===== src/rtl/onehot_scan_decoder_pkg.sv =====
// Shared types for the decoder family: FSM state encodings and small helpers.
package onehot_scan_decoder_pkg;

  typedef enum logic [1:0] {
    ST_IDLE = 2'd0,
    ST_HOLD = 2'd1,
    ST_SCAN = 2'd2
  } dec_state_e;

  function automatic logic is_live(input dec_state_e s);
    return s != ST_IDLE;
  endfunction

endpackage


===== src/rtl/dwell_timer.sv =====
// Per-channel dwell counter for scan mode; tick is asserted in the cycle where cnt >= dwell.
module dwell_timer #(
  parameter int DWELL_W = 4
) (
  input  logic               clk,
  input  logic               rst,
  input  logic               clear,
  input  logic               enable,
  input  logic [DWELL_W-1:0] dwell,
  output logic               tick
);

  localparam logic [DWELL_W-1:0] ONE = DWELL_W'(1);

  logic [DWELL_W-1:0] cnt;

  // >= rather than == so that lowering dwell mid-count advances on the next edge
  assign tick = enable && (cnt >= dwell);

  always_ff @(posedge clk) begin
    if (rst || clear)  cnt <= '0;
    else if (enable)   cnt <= tick ? '0 : cnt + ONE;
  end

endmodule


===== src/rtl/onehot_scan_decoder.sv =====
// Registered N-to-NUM_OUT one-hot decoder with hold and auto-scan modes.
// Optional DEC_BIDIR_SCAN_EN adds a dir input (1 = scan downwards).
module onehot_scan_decoder
  import onehot_scan_decoder_pkg::*;
#(
  parameter int SEL_W   = 3,
  parameter int NUM_OUT = 8,
  parameter int DWELL_W = 4
) (
  input  logic               clk,
  input  logic               rst,
  input  logic               en,
  input  logic               mode,
`ifdef DEC_BIDIR_SCAN_EN
  input  logic               dir,
`endif
  input  logic               load_stb,
  input  logic [SEL_W-1:0]   sel,
  input  logic [DWELL_W-1:0] dwell,
  output logic [NUM_OUT-1:0] y,
  output logic [SEL_W-1:0]   idx,
  output logic               valid,
  output logic               wrap,
  output logic               sel_err
);

  localparam logic [SEL_W-1:0] LAST = SEL_W'(NUM_OUT - 1);
  localparam logic [SEL_W-1:0] ONE  = SEL_W'(1);

  dec_state_e         st, st_n;
  logic [SEL_W-1:0]   idx_n;
  logic [NUM_OUT-1:0] y_n;
  logic               wrap_n, err_n, legal, tmr_clr, tmr_en, tick;

  // one extra bit so NUM_OUT == 2**SEL_W still compares correctly
  assign legal = ({1'b0, sel} < (SEL_W+1)'(NUM_OUT));

  dwell_timer #(.DWELL_W(DWELL_W)) u_tmr (
    .clk    (clk),
    .rst    (rst),
    .clear  (tmr_clr),
    .enable (tmr_en),
    .dwell  (dwell),
    .tick   (tick)
  );

  always_comb begin
    st_n    = st;
    idx_n   = idx;
    wrap_n  = 1'b0;
    err_n   = 1'b0;
    tmr_clr = 1'b0;
    tmr_en  = 1'b0;
    if (!en) begin
      st_n    = ST_IDLE;
      tmr_clr = 1'b1;
    end else if (load_stb) begin
      if (legal) begin
        idx_n   = sel;
        tmr_clr = 1'b1;
        st_n    = mode ? ST_SCAN : ST_HOLD;
      end else begin
        err_n = 1'b1;
      end
    end else begin
      unique case (st)
        ST_IDLE, ST_HOLD: begin
          if (mode) begin
            st_n    = ST_SCAN;
            tmr_clr = 1'b1;
          end
        end
        ST_SCAN: begin
          if (!mode) begin
            st_n    = ST_HOLD;
            tmr_clr = 1'b1;
          end else begin
            tmr_en = 1'b1;
            if (tick) begin
`ifdef DEC_BIDIR_SCAN_EN
              if (dir) begin
                wrap_n = (idx == '0);
                idx_n  = (idx == '0) ? LAST : idx - ONE;
              end else
`endif
              begin
                wrap_n = (idx == LAST);
                idx_n  = (idx == LAST) ? '0 : idx + ONE;
              end
            end
          end
        end
        default: st_n = ST_IDLE;
      endcase
    end
  end

  for (genvar i = 0; i < NUM_OUT; i++) begin : g_dec
    assign y_n[i] = is_live(st_n) && (idx_n == SEL_W'(i));
  end

  always_ff @(posedge clk) begin
    if (rst) begin
      st      <= ST_IDLE;
      idx     <= '0;
      y       <= '0;
      valid   <= 1'b0;
      wrap    <= 1'b0;
      sel_err <= 1'b0;
    end else begin
      st      <= st_n;
      idx     <= idx_n;
      y       <= y_n;
      valid   <= is_live(st_n);
      wrap    <= wrap_n;
      sel_err <= err_n;
    end
  end

endmodule


===== config.mk =====
export PLATFORM = sky130hd
export DESIGN_NAME = onehot_scan_decoder
export DESIGN_NICKNAME = d
export VERILOG_FILES = /design/src/rtl/onehot_scan_decoder_pkg.sv /design/src/rtl/dwell_timer.sv /design/src/rtl/onehot_scan_decoder.sv
export SDC_FILE = /design/constraint.sdc
export NUM_CORES = 1
export LEC_CHECK = 0
export ABC_AREA = 1
export CAP_MARGIN = 40
export CORE_UTILIZATION = 49
export CTS_BUF_LIST = sky130_fd_sc_hd__clkbuf_2
export DETAILED_ROUTE_END_ITERATION = 8
export PLACE_DENSITY = 0.85
export SLEW_MARGIN = 10
export SYNTH_ARGS = -nofsm -noshare
export SYNTH_HDL_FRONTEND = slang
export SYNTH_SLANG_ARGS = --single-unit

===== constraint.sdc =====
create_clock -name clk -period 2.2 [get_ports clk]
set_input_delay 0.55 -clock clk [delete_from_list [all_inputs] [get_ports clk]]
set_output_delay 0.55 -clock clk [all_outputs]
set_load 0.05 [all_outputs]

Word level (Yosys, flattened, before mapping)
Cells that the tools add are included.
{"block": "totals", "elab_cells": 59, "romBits": 0, "in_bits": 12, "mem_bits_rw": 0, "out_inout_bits": 14, "regBits": 19, "memories": 0, "latchBits": 0}
{"block": "op_classes", "n_eq_ne": 10, "n_mux": 21, "div_mod_pow": 0, "multipliers": 0, "add_sub_neg": 2, "n_shift": 0, "bitwise": 4, "n_lt_le_gt_ge": 1, "reduce_logical": 15}
{"operator": "$mux W3", "n": 6}
{"operator": "$eq A3 B3 Y1 const B", "n": 5}
{"operator": "$mux W2", "n": 5}
{"operator": "$logic_and A1 B1 Y1", "n": 9}
{"operator": "$mux W1", "n": 7}
{"operator": "$eq A3 B2 Y1 const B", "n": 2}
{"operator": "$reduce_or A6 Y1", "n": 1}
{"operator": "$add A4 B1 Y4 const B", "n": 1}
{"operator": "$ge A4 B4 Y1", "n": 1}
{"operator": "$mux W4", "n": 1}
{"operator": "$not A1 Y1", "n": 4}
{"operator": "$pmux W2 S2", "n": 1}
{"operator": "$add A3 B1 Y3 const B", "n": 1}
{"operator": "$eq A3 B1 Y1 const B", "n": 1}
{"operator": "$logic_not A3 Y1", "n": 1}
{"operator": "$eq A2 B1 Y1 const B", "n": 1}
{"operator": "$eq A2 B2 Y1 const B", "n": 1}
{"operator": "$logic_not A2 Y1", "n": 1}
{"operator": "$pmux W1 S2", "n": 1}
{"operator": "$reduce_bool A2 Y1", "n": 1}
{"operator": "$reduce_or A2 Y1", "n": 1}
{"operator": "$logic_or A1 B1 Y1", "n": 1}

Depth between registers and ports, before layout
Gate-level depths: netlist (run 1).
{"block": "depth", "word_depth": 12, "depth_mapped": 14, "ltp_nobuf": 14}

Modules after synthesis
Synthesis (run 1) repeated with hierarchy kept, for this count alone.
{"block": "unflattened", "cells_unflattened": 143, "area_unflattened_um2": 1008.5}
{"module": "onehot_scan_decoder", "seq_area_each_um2": 300.3, "cells_per_inst": 97, "instances": 1, "area_per_inst_um2": 691.9}
{"module": "dwell_timer", "seq_area_each_um2": 80.1, "cells_per_inst": 46, "instances": 1, "area_per_inst_um2": 316.6}

Least setup slack after synthesis (run 1)
OpenSTA, ideal clock, no wires.
{"block": "synth_timing", "kind": "input-to-reg", "start": "input dwell[3]", "end": "register y[0]", "setup_slack_ns": 0.466, "setup_ns": 0.065, "t_arrival_ns": 1.669, "cell_stages": 11, "t_required_ns": 2.135, "path_cell_list": "inv_1 > ha_1 > a21oi_1 > nand3_1 > nand2_4 > nand2_1 > nand3_1 > nand2_2 > inv_1 > nand2_1 > nor2_1"}
{"block": "synth_between", "elab_chain_len": 9}
{"item": "start: declaration", "line_no": "onehot_scan_decoder.sv:19", "rtl": "input logic [DWELL_W-1:0] dwell,"}
{"item": "$ge A4 B4 Y1", "line_no": "dwell_timer.sv:18", "rtl": "assign tick = enable && (cnt >= dwell);"}
{"item": "$logic_and A1 B1 Y1", "line_no": "dwell_timer.sv:18"}
{"item": "$mux W3", "line_no": "onehot_scan_decoder.sv:79", "rtl": "if (tick) begin"}
{"item": "$mux W3", "line_no": "onehot_scan_decoder.sv:74", "rtl": "if (!mode) begin"}
{"item": "$mux W3", "line_no": "onehot_scan_decoder.sv:66", "rtl": "unique case (st)"}
{"item": "$mux W3", "line_no": "onehot_scan_decoder.sv:57", "rtl": "end else if (load_stb) begin"}
{"item": "$mux W3", "line_no": "onehot_scan_decoder.sv:54", "rtl": "if (!en) begin"}
{"item": "$logic_not A3 Y1", "line_no": "onehot_scan_decoder.sv:99", "rtl": "assign y_n[i] = is_live(st_n) && (idx_n == SEL_W'(i));"}
{"item": "$logic_and A1 B1 Y1", "line_no": "onehot_scan_decoder.sv:99"}
{"item": "end signal: assignment", "line_no": "onehot_scan_decoder.sv:113", "rtl": "y <= y_n;"}
{"item": "end: declaration", "line_no": "onehot_scan_decoder.sv:20", "rtl": "output logic [NUM_OUT-1:0] y,"}
No other way between the ends.
A chain may end at the register's enable or synchronous reset.

Worst setup path after layout (run 1)
{"block": "layout_timing", "start": "register idx[2]", "end": "output idx[2]"}
{"item": "start: declaration", "line_no": "onehot_scan_decoder.sv:21", "rtl": "output logic [SEL_W-1:0] idx,"}
{"item": "start signal: assignment", "line_no": "onehot_scan_decoder.sv:112", "rtl": "idx <= idx_n;"}
No word-level cell between the ends.

==> results of run 1 <==
metrics by stage:
stage	hold WS [ns]	std cells	instance area [sq um]	power, mW
2_1_floorplan	0.472	125	952	0.440
3_3_place_gp	0.485	177	1240	0.482
3_5_place_dp	0.503	177	1240	0.486
4_1_cts	0.526	181	1260	0.638
5_1_grt	0.548	181	1260	0.659
6_report	0.524	181	1260	0.631
placed cells by master, fill, tap and decap left out:
| master | Yosys | final |
|---|---|---|
| or2_2 | 1 | 1 |
| nand3_1 | 13 | 13 |
| clkdlybuf4s50_1 | 0 | 24 |
| ha_1 | 7 | 7 |
| inv_1 | 24 | 24 |
| nand2_1 | 19 | 19 |
| xor2_1 | 2 | 2 |
| o21ai_0 | 3 | 3 |
| nand2_2 | 4 | 4 |
| buf_4 | 1 | 5 |
| dfxtp_1 | 19 | 19 |
| a21boi_0 | 1 | 1 |
| nor2_1 | 12 | 12 |
| inv_2 | 2 | 2 |
| nor3_1 | 2 | 2 |
| nand4_1 | 4 | 4 |
| nor3_4 | 1 | 1 |
| nand2_4 | 2 | 2 |
| nand3b_1 | 1 | 1 |
| a21oi_1 | 4 | 4 |
| nand3_2 | 1 | 1 |
| conb_1 | 1 | 1 |
| clkbuf_2 | 0 | 3 |
| clkinv_2 | 0 | 1 |
power groups by stage:
stage	sequential (mW)	clock [mW]	combinational (mW)
5_1_grt	0.359	0.168	0.132
6_report	0.358	0.152	0.121
3_5_place_dp	0.365	0	0.121
3_3_place_gp	0.364	0	0.118
2_1_floorplan	0.388	0	0.0523
4_1_cts	0.358	0.159	0.121
final cells by class:
class,count,area share (%)
clock inverters,1,0.396
clock buffers,3,1.19
multi-input cells,78,36.1
well taps,25,2.48
repair buffers,29,22.0
inverters,26,7.73
flip-flops and latches,19,30.1
routing by layer:
metal	track usage, %	routed length, um
met1	24.0	857
met2	31.8	902
met3	3.53	82
met4	14.1	53
met5	0	0
kinds of logic after synthesis:
logic type / share of synthesized area (%)
buffers and inverters: 12.2
DFF: 39.9
and+or+nand+nor: 31.9
xor gates and xnor gates: 1.84
AOI/OAI and AO/OA: 4.47
other: 0.394
adders and majority gates: 9.20
final timing paths:
check | start | to | slack, ns | cells after the start
worst min-delay path | u_tmr.cnt[0]$_SDFFE_PP0P_ | u_tmr.cnt[0]$_SDFFE_PP0P_ | 0.52 | 2
worst max register to register | u_tmr.cnt[0]$_SDFFE_PP0P_ | y[4]$_SDFF_PP0_ | 0.49 | 11
worst min register to register | u_tmr.cnt[0]$_SDFFE_PP0P_ | u_tmr.cnt[0]$_SDFFE_PP0P_ | 0.52 | 2
worst max-delay path | idx[2]$_SDFF_PP0_ | idx[2] | 0.07 | 1
flip-flops by register name (all words and copies together) (netlist names):
signal,flops
idx,3
u_tmr.cnt,4
wrap,1
valid,1
y,8
st,2
==> results.md, run 1 <==
* Status: complete, no violations
* Multi-input gate area at 455 sq um
* Final worst path period share at 96.8%
* Crit Path Class: register to primary output
* Max-slew headroom at 65.9%
* Total Routed Length at around 1900 um
* Num rows at 15
* RSZ-0062 raised after global routing: false
* Sw Ratio at between 20 and 30%
* Buffers and inverters on the worst path at 1
* Synth cell types at 22
* PortBufs at 24
* Fmax at 0.470 GHz
* Clock Skew at 0.00553 ns
* CTS Buf Count at 3
* Nets@finish at 176
* Combinational fraction of design power at 19.2%
* Clk slew on worst S/H paths at ~0.18 ns
* Clock share of power at roughly 24%
* PnR worst setup slack at 0.0713 ns
* Post-CTS Resized at 0
* Final max-slew violation count at 0
* DRC at 0
* Post-synthesis register bit count at 19
* Hold buffer count at CTS at 0
* Clk_lat worst skew at 0.32 ns
* Die area at 2120 sq um
* Cell family with most CP delay: buffers and inverters
* Min Tclk post-route at 2.13 ns
* Peak supply drop at 0.000415 V
* Leak pwr at 0.595 nW
* Via density at 4.79
* Pre-CTS WS at -0.151 ns
* CORE AREA at 1780 sq um
* Share of layout cells above drive strength 1 at between 10% and 20%
* CP arrival at 1.58 ns
* Post-synth top area cell: dfxtp_1
* Pwr dens at 500 nW/um^2
* Starting Density at 53.4%
* CP Max Fanout at 3
* Post-synth top cells: inv_1 (24), dfxtp_1 (19), nand2_1 (19)
* Measured slew at the worst slew-check pin at 0.510 ns
* Internal power at 0.443 mW
* Root Buffer: clkbuf_2
* Netlist Area Pre-Place at 952 sq um
* Vias in the first global route at about 700
* Worst Setup Start Kind: register
* Most frequent cell after synthesis: inv_1
* Register area share after synthesis at 39.9%
* Longest Clk Path Bufs at 2
* Horiz. Die Dim at 46.1 um
* Mean post-synth cell area at 7.62 sq um
* ANT nets after route at 0
* Fillers at 156
* # IOs at 26
* Final setup viols at 0
* Largest net degree at the start of global routing at 12
* Psw at roughly 0.19 mW
* Post-Syn Instances at 125
* Fin util at between 70% and 80%
* Slowest-stage cell, CP: clkdlybuf4s50_1
* Routability Congestion at 0.845
* Yosys top cell area share at roughly 40%
* Max-cap viol count at 0
* Register area at 380 sq um
* Worst Path Required at 1.65 ns
* Async S/R FF share, synth at 0%
* Final Hold Viols at 0
* Worst hold path type: register to register
* Drt first-iter violations at 9
* Area Growth Syn to Fin at 32.6%
* Ys Warns at 0
* GRT Util Overall at 20.0%
* Pre-antenna DRT Iters at 4
* # Post-CTS Setup Buffers at 0
* Max incr delay on CP at 0.84 ns
* Most frequently used flop master after synthesis: dfxtp_1
* TritonCTS clock tree: built
* Chip height at 46.1 um
* Syn Nets at around 140
* GRT Residual Overflow at 0
* Setup TNS at 0 ns
* Worst setup EP type: primary output
* Reg power frac at 56.7%
* Clock Sinks at 19
* Via count at 867
* Post-DP HPWL at 1550 um
* Number of enable-type register cells in the synthesized netlist at 0
* Synth area leaders: dfxtp_1 (40%), inv_1 (9.5%), ha_1 (9.2%), nand2_1 (7.5%), nand3_1 (6.8%)
* Crit-path cells: clkdlybuf4s50_1
* Antenna Cells at 0
* CTS H-tree depth at 1
* Global-route wire length before repair at around 2900 um
* Avg WL per Cell at 10.5 um
* Initial antenna violation count at 0
(Power assumes the default switching activity.)
==> run 2, diff against run 1 <==
- CORE_UTILIZATION: 49 -> 53
- GPL_TIMING_DRIVEN: not set -> 0
- PLACE_DENSITY: 0.85 -> 0.91
- SLEW_MARGIN: 10 -> not set
- clock period: 2.2 -> 2.7 ns (I/O delays scaled with it)
==> results.md, run 2 (synthesized netlist as in run 1, its figures left out) <==
* CTS Buf Count at 3 (unchanged)
* Buffers and inverters on the worst path at 1 (unchanged)
* CORE AREA at 1590 sq um (-11%)
* Final worst path period share at 82.0%
* Final Hold Viols at 0 (unchanged)
* Drt first-iter violations at 31 (+22)
* Via count at 849 (-2.1%)
* Antenna Cells at 0 (unchanged)
* Area Growth Syn to Fin at 29.4%
* Reg2Reg Capture Point: y[0]$_SDFF_PP0_
* Hold EP: u_tmr.cnt[0]$_SDFFE_PP0P_
* PortBufs at 23 (-4.2%)
* Leak pwr at 0.579 nW (-2.7%)
* R2r setup slk at 0.98 ns (+0.49 ns)
* Fmax at 0.452 GHz
* Routability Congestion at 0.788 (-6.8%)
* Largest regs: y: 8 flops, u_tmr.cnt: 4 flops, idx: 3 flops
* Clock Skew at 0.0143 ns (+0.00878 ns)
* Die area at 1970 sq um (-7.2%)
* Hold path depth at 2 (unchanged)
* Max-cap viol count at 0 (unchanged)
* Post-DP HPWL at 1470 um (-5.2%)
* Measured slew at the worst slew-check pin at 0.504 ns (-0.00644 ns)
* # IOs at 26 (unchanged)
* CTS H-tree depth at 1 (unchanged)
* Cell family with most CP delay: buffers and inverters
* RSZ-0062 raised after global routing: false
* Largest register by flop count: y
* CP arrival at 1.54 ns (-0.04 ns)
* Root Buffer: clkbuf_2
* Final setup viols at 0 (unchanged)
* Hold buffer count at CTS at 0 (unchanged)
* Nets@finish at 172 (-2.3%)
* CP startpoint: idx[2]$_SDFF_PP0_
* Horiz. Die Dim at 44.4 um (-3.7%)
* Clock Sinks at 19 (unchanged)
* ANT nets after route at 0 (unchanged)
* Largest net degree at the start of global routing at 12 (unchanged)
* Slowest-stage cell, CP: clkdlybuf4s50_1
* Commonest non-fill, non-tap cells in the layout: inv_1 (24), clkdlybuf4s50_1 (23), nand2_1 (19), dfxtp_1 (19), nand3_1 (13)
* Post-CTS Resized at 0 (unchanged)
* Total Power at 0.511 mW (-19%)
* GRT Residual Overflow at 0 (unchanged)
* Num rows at 14 (-1)
* RR Startpoint: u_tmr.cnt[0]$_SDFFE_PP0P_
* Crit-path cells: clkdlybuf4s50_1
* GRT Util Overall at 20.2% (+0.29 points)
* Via density at 4.82 (+0.71%)
* Worst setup EP type: primary output
* Initial antenna violation count at 0 (unchanged)
* Critical path depth in cells at 1 (unchanged)
* Setup TNS at 0 ns (unchanged)
* Chip height at 44.4 um (-3.7%)
* Total Routed Length at 1770 um (-6.4%)
* Max reg flops at 8 (unchanged)
* Sw Ratio at 29.7% (-0.21 points)
* Psw at 0.152 mW (-20%)
* Crit Path Class: register to primary output
* Avg WL per Cell at 10.1 um (-3.8%)
* Worst hold path type: register to register
* Reg power frac at 57.0% (+0.3 points)
* Max incr delay on CP at 0.82 ns (-0.02 ns)
* Combinational fraction of design power at 19.0% (-0.2 points)
* Area post-placement at 1210 sq um (-2.4%)
* Global-route wire length before repair at 2930 um (+2.4%)
* Cell count of the worst reg-to-reg path at 11 (unchanged)
* Share of layout cells above drive strength 1 at 11.2% (-1.6 points)
* Pre-antenna DRT Iters at 4 (unchanged)
* # Post-CTS Setup Buffers at 0 (unchanged)
* Vias in the first global route at 746 (+6.3%)
* Clock share of power at 24.0% (about the same)
* Final max-slew violation count at 0 (unchanged)
* Final Instance Area at 1230 sq um (-2.4%)
* Clk_lat worst skew at 0.32 ns (about the same)
* Status: complete, no violations
* Pwr dens at 415 nW/um^2 (-17%)
* CP Max Fanout at 3 (unchanged)
* Worst Setup Start Kind: register
* Starting Density at 59.7% (+6.3 points)
* Worst Path Required at 2.03 ns (+0.38 ns)
* Internal power at 0.359 mW (-19%)
* Min Tclk post-route at 2.21 ns
* Hold path startpoint: u_tmr.cnt[0]$_SDFFE_PP0P_
* Max-slew headroom at 66.3% (+0.43 points)
* DRC at 0 (unchanged)
* Peak supply drop at 0.000336 V (-19%)
* Most common cell after layout, fill and taps aside: inv_1
* TritonCTS clock tree: built
* Clk slew on worst S/H paths at 0.17 ns (about the same)
* Longest Clk Path Bufs at 2 (unchanged)
* Fin util at 77.3% (+6.5 points)
-- run 2: cell count changes in the layout (fill, tap and decap cells not counted) --
cell	before	now
buf_6	0	1
clkdlybuf4s50_1	24	23
buf_4	5	1
-- run 2: worst max-delay path by stage --
stage	slack (ns)	end
5_1_grt	0.38	y[4]$_SDFF_PP0_
6_report	0.49	idx[2]
4_1_cts	0.48	idx[0]
2_1_floorplan	0.84	y[0]$_SDFF_PP0_
3_5_place_dp	0.16	y[0]$_SDFF_PP0_
3_3_place_gp	0.27	y[1]$_SDFF_PP0_
-- run 2: through the flow --
| step | hold WS, ns | worst slack, ns | instances |
|---|---|---|---|
| floorplan | 0.472 | 0.841 | 125 |
| global placement | 0.484 | 0.265 | 172 |
| detailed placement | 0.496 | 0.157 | 172 |
| CTS | 0.518 | 0.483 | 176 |
| global route | 0.571 | 0.379 | 176 |
| finish | 0.521 | 0.486 | 176 |
-- run 2: final cells by class --
cell class	count	area, sq um
buffer	2	18.8
clock buffer	3	15.0
clock inverter	1	5.00
fill	113	362
inverter	26	97.6
multi-input combinational	78	455
sequential	19	380
tap	24	30.0
timing repair buffer	23	230
-- run 2: metal layers --
metal,wire length [um],share of wire (%),GRT usage [%],up-vias
met5,0,0,0,-
met4,16,0.90,7.27,0
met3,95,5.4,3.67,3
met2,869,49,35.9,24
met1,791,45,24.3,378
li1,-,-,-,444
-- run 2: power by group through the flow --
stage	Combinational, mW	Sequential, mW	Clock [mW]
3_3_place_gp	0.0938	0.297	0
4_1_cts	0.0972	0.291	0.123
5_1_grt	0.105	0.292	0.140
6_report	0.0971	0.291	0.123
2_1_floorplan	0.0426	0.316	0
3_5_place_dp	0.0971	0.297	0
-- run 2: worst min-delay path: stages, from the launching register on --
cell and delay (ns):
dfxtp_1 0.37, nand2_1 0.07, a21oi_1 0.06
